$ cat src/rtl/mem_request_unit.sv
// mem_request_unit: sequences imem/dmem requests, PC advance and RF write
// in: CLK RST ihit dhit cu_dREN/dWEN/RegWr/halt; out: imemREN dmemREN dmemWEN pc_en rf_wen halt_out err stall_cnt
module mem_request_unit #(
  parameter int TIMEOUT_CYCLES = 0,
  parameter int STALL_W        = 16
) (
  input  logic               CLK,
  input  logic               RST,
  input  logic               ihit,
  input  logic               dhit,
  input  logic               cu_dREN,
  input  logic               cu_dWEN,
  input  logic               cu_RegWr,
  input  logic               cu_halt,
  output logic               imemREN,
  output logic               dmemREN,
  output logic               dmemWEN,
  output logic               pc_en,
  output logic               rf_wen,
  output logic               halt_out,
  output logic               err,
  output logic [STALL_W-1:0] stall_cnt
);

  localparam int TW = (TIMEOUT_CYCLES > 0) ?
                      $clog2(TIMEOUT_CYCLES + 1) : 1;
  localparam logic [TW-1:0] TMO_LAST =
    TW'((TIMEOUT_CYCLES > 0) ? TIMEOUT_CYCLES - 1 : 0);

  typedef enum logic [1:0] {
    RUN,
    DWAIT,
    HALTED
  } state_e;

  state_e state_q, state_d;

  logic dren_q, dren_d;
  logic dwen_q, dwen_d;
  logic regwr_q, regwr_d;
  logic halt_q, halt_d;
  logic err_q, err_d;

  logic [TW-1:0]      tmo_q, tmo_d;
  logic [STALL_W-1:0] stall_q, stall_d;

  logic mem_op;

  assign mem_op = cu_dREN | cu_dWEN;

  always_comb begin
    state_d = state_q;
    dren_d  = dren_q;
    dwen_d  = dwen_q;
    regwr_d = regwr_q;
    halt_d  = halt_q;
    err_d   = err_q;
    tmo_d   = tmo_q;
    stall_d = stall_q;
    pc_en   = 1'b0;
    rf_wen  = 1'b0;

    case (state_q)
      RUN: begin
        if (ihit) begin
          if (cu_halt) begin
            state_d = HALTED;
            halt_d  = 1'b1;
          end else if (mem_op) begin
            dren_d  = cu_dREN;
            dwen_d  = cu_dWEN;
            regwr_d = cu_RegWr;
            tmo_d   = '0;
            state_d = DWAIT;
          end else begin
            pc_en  = 1'b1;
            rf_wen = cu_RegWr;
          end
        end
      end
      DWAIT: begin
        if (dhit) begin
          pc_en   = 1'b1;
          // stores complete without a register write
          rf_wen  = regwr_q & dren_q;
          dren_d  = 1'b0;
          dwen_d  = 1'b0;
          tmo_d   = '0;
          state_d = RUN;
        end else if (TIMEOUT_CYCLES > 0) begin
          // this is the last allowed DWAIT cycle
          if (tmo_q == TMO_LAST) begin
            err_d   = 1'b1;
            halt_d  = 1'b1;
            dren_d  = 1'b0;
            dwen_d  = 1'b0;
            tmo_d   = '0;
            state_d = HALTED;
          end else begin
            tmo_d = tmo_q + 1'b1;
          end
        end
      end
      HALTED: begin
      end
      default: begin
        state_d = RUN;
      end
    endcase

    if (state_q != HALTED && !pc_en &&
        stall_q != {STALL_W{1'b1}}) begin
      stall_d = stall_q + 1'b1;
    end
  end

  always_ff @(posedge CLK or posedge RST) begin
    if (RST) begin
      state_q <= RUN;
      dren_q  <= 1'b0;
      dwen_q  <= 1'b0;
      regwr_q <= 1'b0;
      halt_q  <= 1'b0;
      err_q   <= 1'b0;
      tmo_q   <= '0;
      stall_q <= '0;
    end else begin
      state_q <= state_d;
      dren_q  <= dren_d;
      dwen_q  <= dwen_d;
      regwr_q <= regwr_d;
      halt_q  <= halt_d;
      err_q   <= err_d;
      tmo_q   <= tmo_d;
      stall_q <= stall_d;
    end
  end

  assign imemREN   = (state_q == RUN);
  assign dmemREN   = dren_q;
  assign dmemWEN   = dwen_q;
  assign halt_out  = halt_q;
  assign err       = err_q;
  assign stall_cnt = stall_q;

  a_rw_excl: assert property (
    @(posedge CLK) disable iff (RST)
    !(dmemREN && dmemWEN));

  a_pc_ihit: assert property (
    @(posedge CLK) disable iff (RST)
    pc_en |=> (!pc_en || ihit));

endmodule

$ cat config.mk
export PLATFORM = sky130hd
export DESIGN_NAME = mem_request_unit
export DESIGN_NICKNAME = d
export VERILOG_FILES = /design/src/rtl/mem_request_unit.sv
export SDC_FILE = /design/constraint.sdc
export NUM_CORES = 1
export LEC_CHECK = 0
export CAP_MARGIN = 0
export CORE_MARGIN = 4
export CORE_UTILIZATION = 35
export CTS_BUF_LIST = sky130_fd_sc_hd__clkbuf_4
export CTS_CLUSTER_DIAMETER = 150
export DETAILED_ROUTE_END_ITERATION = 10
export GPL_TIMING_DRIVEN = 0
export PLACE_DENSITY = 0.57
export SYNTH_ARGS = -nofsm -noshare
export SYNTH_HDL_FRONTEND = slang
export SYNTH_SLANG_ARGS = --single-unit
$ cat constraint.sdc
create_clock -name CLK -period 2.39 [get_ports CLK]
set_input_delay 0.478 -clock CLK [delete_from_list [all_inputs] [get_ports CLK]]
set_output_delay 0.478 -clock CLK [all_outputs]
set_load 0.02 [all_outputs]
==> results by group, run 1 <==
Yosys
  • Yosys warning count: 0
  • Net count after synthesis: 122
  • Number of cells produced by synthesis: 113
  • Mean Syn Cell Area: 10.4 sq um
  • Part of the Yosys area used for sequential elements: 46.9%
  • Number of distinct library cell variants in the gate-level netlist after synthesis: 35
  • Synthesized flop and latch total: 22
  • Mapped Area: 1170 sq um

Die
  • Core box area: 3130 sq um
  • Height of the chip: 65.9 um
  • Site row count: 20
  • Overall die area: 4340 sq um
  • Horiz. Die Dim: 65.9 um
  • Number of top-level design ports: 31
  • Effective utilization at floorplan: 37.5%

Global routing
  • Initial antenna violation count: 0
  • Residual overflow from global routing: 0
  • Via count of the first global-routing pass: 973
  • Global-route wire length before repair: 4460 um
  • Maximum number of pins on one net before global-route repair: 23
  • Global routing usage summed across all routing layers: 12.8%

Detailed routing
  • Routed WL per cell: 13.2 um
  • Detail Route Antenna Nets: 0
  • Avg Vias per Cell: 4.96
  • Via total after detailed routing: 947
  • DR pass1 iterations: 4
  • Total wire length after detailed routing: 2520 um
  • DRC Markers: 0
  • DRT iter0 DRCs: 31

Clocking
  • CTS Root Cell: clkbuf_4
  • Worst skew pair latency: 310 ps
  • CTS Buf Count: 3
  • TritonCTS clock tree: yes
  • Clock slew at the register clock pins of the worst setup and hold paths: 130 ps
  • CTS sink count: 22
  • Maximum buffer depth of the clock tree: 2
  • H-Tree Level Count: 1

Timing
  • Upper clock frequency limit: 427 MHz
  • Final clock period utilization by the worst path: 97.9%
  • Skew final: 10.4 ps
  • Worst max-slew margin expressed relative to the limit: 43.7%
  • RSZ-0062 raised after global routing: no
  • Slew at the pin closest to its max-slew limit: 844 ps
  • Final Max Tran Viols: 0
  • Minimum clock period: 2340 ps
  • Setup violations, final: 0
  • Fin. Hold Viols: 0

Critical path
  • Worst R2R Path Depth: 6
  • Required time of the critical path: 1910 ps
  • Kind of end point of the critical path: output port
  • Signal arrival time at the worst endpoint: 1860 ps
  • Worst setup path class: input pin to output port
  • Category of the worst setup path launch point: input pin
  • Highest fanout seen on the critical path: 3

Placement
  • Routability Congestion: 0.780
  • Instance count after placement with tap cells included: 186
  • Number of buffers added on ports: 29
  • Placed standard-cell area: 1520 sq um
  • Sum of net half-perimeters after detailed placement: 1850 um

Power and ir drop
  • Leakage: 0.667 nW
  • Worst supply voltage drop on vdd: 0.521 mV
  • Power per cell area: 630 nW/um^2

Outcome
  • Result of the run: finished clean

Finish
  • Fraction of final layout cells sized beyond drive strength 1: 12.9%
  • Filler-free cell count of the finished design: 191
  • Area growth from synthesis to layout: 31.4%
  • Filler instances: 282
  • Net count of the finished layout: 157
  • Finished Cell Area: 1540 sq um
  • Number of diodes added for antenna fixing: 0

Job
  • MaxCap Viol Count: 0

Min path
  • Cells on Worst Hold Path: 2
  • Kind of path behind the tightest hold check: input pin to flop
[cells in the mapped netlist, drive strengths merged]
master   n  area (sq um)
dfrtp   22           551
xor2    13           114
nor4     8          62.6
nand2    7          26.3
nor2     7          28.8
nand3    6          30.0
nor3     6          30.0
nand4    5          37.5
a21oi    4          20.0
buf      4          25.0
nand2b   4          25.0
a22oi    3          36.3
mux2     3          37.5
inv      2          7.51
nor4b    2          17.5
o21ai    2          10.0
or2      2          12.5
or3      2          12.5
a31o     1          8.76
and2     1          6.26
and4     1          8.76
clkbuf   1          3.75
conb     1          3.75
ha       1          12.5
nor3b    1          7.51
or3b     1          8.76
or4      1          7.51
or4b     1          13.8
xnor2    1          8.76
[path summary, 6_finish.rpt]
| kind | start | slack, ps | end |
|---|---|---|---|
| worst max-delay path | cu_dREN | 50 | rf_wen |
| worst min-delay path | cu_halt | 440 | halt_out$_DFFE_PP0P_ |
| worst max register to register | stall_cnt[0]$_DFFE_PP0P_ | 370 | stall_cnt[2]$_DFFE_PP0P_ |
| worst min register to register | halt_out$_DFFE_PP0P_ | 490 | halt_out$_DFFE_PP0P_ |
| max in group asynchronous | RST | 1240 | dmemWEN$_DFFE_PP0P_ |
| min in group asynchronous | RST | 620 | state_q[1]$_DFFE_PP0P_ |
[kinds of logic after synthesis]
family	share of synthesized area (%)
adders and majority gates	1.07
xor gates and xnor gates	10.4
and+or+nand+nor	28.6
muxes	3.20
AOI/OAI and AO/OA	6.40
DFF	46.9
buffers and inverters	3.09
other	0.320
[critical path: stages]
cell	delay [ps]
clkdlybuf4s15_1	210
or4b_4	500
or3b_1	400
a21oi_2	130
buf_4	150
[report_power, final]
part | switching [W] | internal [W]
combinational | 0.000147 | 0.000153
sequential | 0.0000675 | 0.000430
clock | 0.000115 | 0.0000610
[area by class of cell]
class | instances | area [sq um] | area share [%]
multi-input combinational | 84 | 591 | 38.3
sequential | 22 | 551 | 35.7
timing repair buffer | 30 | 284 | 18.4
tap | 44 | 55.1 | 3.57
buffer | 5 | 28.8 | 1.87
clock buffer | 3 | 22.5 | 1.46
inverter | 2 | 7.51 | 0.487
clock inverter | 1 | 3.75 | 0.243
[what timing repair did]
item                                    4_1_cts  5_1_grt
buffers inserted                              1        0
pin swaps                                     3        3
gates resized for setup                      13        4
hold buffers                                  0        0
endpoints found under the setup margin        2        1
[routing by layer]
layer / vias up / global-route usage, % / wire length, um
met5: - / 0 / 0
met3: 2 / 3.40 / 157
met1: 448 / 16.6 / 1180
li1: 475 / - / -
met2: 22 / 21.2 / 1160
met4: 0 / 3.11 / 17
[layout by cell type, fill, tap and decap left out, drive strengths merged]
cell type,n
a21oi,4
a22oi,3
a31o,1
and2,1
and4,1
buf,6
clkbuf,6
clkdlybuf4s15,2
clkdlybuf4s50,23
clkinv,1
conb,1
dfrtp,22
dlygate4sd2,1
ha,1
inv,2
mux2,3
nand2,7
nand2b,4
nand3,6
nand4,5
nor2,7
nor3,6
nor3b,1
nor4,8
nor4b,2
o21ai,2
or2,2
or3,2
or3b,1
or4,1
or4b,1
xnor2,1
xor2,13
[registers in the layout (all words and copies together), names as in the netlist]
register	cells
regwr_q	1
stall_cnt	16
dmemWEN	1
dmemREN	1
state_q	2
halt_out	1
[stage by stage]
| stage | utilization (%) | setup slack, ps | TNS (ps) | hold WS, ps | power, W |
|---|---|---|---|---|---|
| floorplan | - | 152 | 0 | 458 | 0.000662 |
| global route | 49.3 | 11.2 | 0 | 450 | 0.00103 |
| CTS | 49.6 | 4.81 | 0 | 508 | 0.000985 |
| finish | 49.3 | 49.4 | 0 | 438 | 0.000972 |
| global placement | 48.6 | -748 | -1220 | 455 | 0.000805 |
| detailed placement | 48.6 | -748 | -1210 | 479 | 0.000809 |
(Power assumes the default switching activity.)
==> run 2, diff against run 1 <==
--- a/config.mk
+++ b/config.mk
@@ -12,7 +12,7 @@
 export CTS_CLUSTER_DIAMETER = 150
 export DETAILED_ROUTE_END_ITERATION = 10
 export GPL_TIMING_DRIVEN = 0
-export PLACE_DENSITY = 0.57
+export PLACE_DENSITY = 0.68
 export SYNTH_ARGS = -nofsm -noshare
 export SYNTH_HDL_FRONTEND = slang
 export SYNTH_SLANG_ARGS = --single-unit
==> run 2 against run 1 <==
Register-to-register slack is essentially flat. Sequential power is essentially flat. Sequential share of layout area grew 0.20 points. Sequential cell count is the same. Combinational power is essentially flat. Critical path depth is the same. Cell count shrank 0.52%. Worst hold slack gained 8.3 ps. Fmax grew 1.0%. First-iteration DRC count grew 81%. Largest cell class unchanged. Largest power group unchanged.
==> results by group, run 2 (synthesis gave the netlist of run 1 again) <==
Outcome
  • Result of the run: finished clean

Power and ir drop
  • Leakage: 0.665 nW
  • Sequential share of power: 51.9%
  • Switching fraction of total power: 33.2%
  • Total power of the final layout: 0.000958 W
  • Power per cell area: 624 nW/um^2
  • Clock power frac: 17.0%
  • Worst supply voltage drop on vdd: 0.478 mV
  • Reported net switching power: 0.000318 W
  • Combinational fraction of design power: 31.1%
  • Cell-internal power: 0.000640 W

Critical path
  • Worst setup path class: input pin to output port
  • Required time of the critical path: 1910 ps
  • Highest fanout seen on the critical path: 4
  • Category of the worst setup path launch point: input pin
  • Kind of end point of the critical path: output port
  • FF-to-FF setup slack: 370 ps
  • Signal arrival time at the worst endpoint: 1840 ps

Timing
  • Fin. Hold Viols: 0
  • Upper clock frequency limit: 432 MHz
  • Hold Worst Slack: 447 ps
  • Worst max-slew margin expressed relative to the limit: 43.8%
  • Final Max Tran Viols: 0
  • Setup violations, final: 0
  • Skew final: 2.44 ps
  • Final clock period utilization by the worst path: 97.0%
  • Minimum clock period: 2320 ps
  • RSZ-0062 raised after global routing: no
  • Slew at the pin closest to its max-slew limit: 842 ps

Die
  • Number of top-level design ports: 31
  • Height of the chip: 65.9 um
  • Site row count: 20
  • Core box area: 3130 sq um
  • Effective utilization at floorplan: 37.5%
  • Horiz. Die Dim: 65.9 um
  • Overall die area: 4340 sq um

Placement
  • Sum of net half-perimeters after detailed placement: 1930 um
  • Number of buffers added on ports: 29
  • Instance count after placement with tap cells included: 186
  • Routability Congestion: 0.755

Job
  • MaxCap Viol Count: 0

Global routing
  • Global-route wire length before repair: 4350 um
  • Initial antenna violation count: 0
  • Maximum number of pins on one net before global-route repair: 23
  • Residual overflow from global routing: 0
  • Via count of the first global-routing pass: 991
  • Global routing usage summed across all routing layers: 12.6%

Detailed routing
  • Detail Route Antenna Nets: 0
  • Via total after detailed routing: 1007
  • DRT iter0 DRCs: 56
  • DR pass1 iterations: 4
  • Routed WL per cell: 13.8 um
  • DRC Markers: 0
  • Avg Vias per Cell: 5.30
  • Total wire length after detailed routing: 2610 um

Finish
  • Most frequent cells in the layout: clkdlybuf4s50_1, dfrtp_1, xor2_1, nand2_1
  • Most common cell after layout, fill and taps aside: clkdlybuf4s50_1
  • Filler instances: 291
  • Filler-free cell count of the finished design: 190
  • Number of diodes added for antenna fixing: 0
  • Max FFs per register: 16
  • Net count of the finished layout: 157
  • Area growth from synthesis to layout: 30.7%
  • Fraction of final layout cells sized beyond drive strength 1: 13.7%
  • Util after Layout: 49.0%

Min path
  • Kind of path behind the tightest hold check: input pin to flop

Clocking
  • CTS Buf Count: 3
  • Worst skew pair latency: 300 ps
  • CTS Root Cell: clkbuf_4
  • Maximum buffer depth of the clock tree: 2
  • Clock slew at the register clock pins of the worst setup and hold paths: 110 ps
  • TritonCTS clock tree: yes
  • CTS sink count: 22
  • H-Tree Level Count: 1
-- run 2: cell count changes in the layout (fill, tap and decap cells not counted), sizes merged --
cell and delta:
clkinv -1, clkdlybuf4s15 -1, clkbuf +1
-- run 2: layout make-up --
class / count / area (sq um) / share of cell area [%]
plain buffers: 5 / 28.8 / 1.88
clock buffers: 3 / 22.5 / 1.47
inverters: 2 / 7.51 / 0.489
multi-input cells: 84 / 591 / 38.5
flip-flops and latches: 22 / 551 / 35.9
well taps: 44 / 55.1 / 3.59
repair buffers: 30 / 279 / 18.2
-- run 2: through the flow --
stage               worst slack [ps]  cell area [sq um]  setup TNS [ps]
floorplan                        152               1170               0
global placement                -737               1520           -1200
detailed placement              -735               1520           -1200
CTS                             6.73               1540               0
global route                    18.9               1530               0
finish                          72.6               1530               0
-- run 2: what timing repair did --
action                     4_1_cts  5_1_grt
cloned                           0        0
setup buffers                    1        0
hold buffers                     0        0
resized for setup               12        6
setup endpoints to repair        2        1
pin swaps                        3        2
-- run 2: routing by layer --
layer	global-route usage [%]	vias up	routed length, um
met4	5.18	0	42
met1	15.2	489	1150
met3	2.04	6	155
met5	0	-	0
li1	-	472	-
met2	22.0	40	1260
-- run 2: worst max-delay path, cell delays in order --
cell             delay, ps
clkdlybuf4s15_1        220
or4b_4                 480
or3b_1                 400
a21oi_2                120
buf_4                  140
-- run 2: path summary, 6_finish.rpt --
check / from / end / depth (start not counted)
worst min-delay path: cu_halt / halt_out$_DFFE_PP0P_ / 2
max in group asynchronous: RST / stall_cnt[14]$_DFFE_PP0P_ / 2
min in group asynchronous: RST / stall_cnt[9]$_DFFE_PP0P_ / 2
worst max-delay path: ihit / rf_wen / 5
worst min register to register: halt_out$_DFFE_PP0P_ / halt_out$_DFFE_PP0P_ / 1
worst max register to register: stall_cnt[0]$_DFFE_PP0P_ / stall_cnt[9]$_DFFE_PP0P_ / 6
-- run 2: power by group through the flow --
stage | logic, W | registers (W) | clock network (W)
finish | 0.000298 | 0.000497 | 0.000163
global route | 0.000320 | 0.000508 | 0.000185
detailed placement | 0.000303 | 0.000506 | 0
global placement | 0.000300 | 0.000501 | 0
floorplan | 0.000108 | 0.000553 | 0
CTS | 0.000303 | 0.000499 | 0.000170
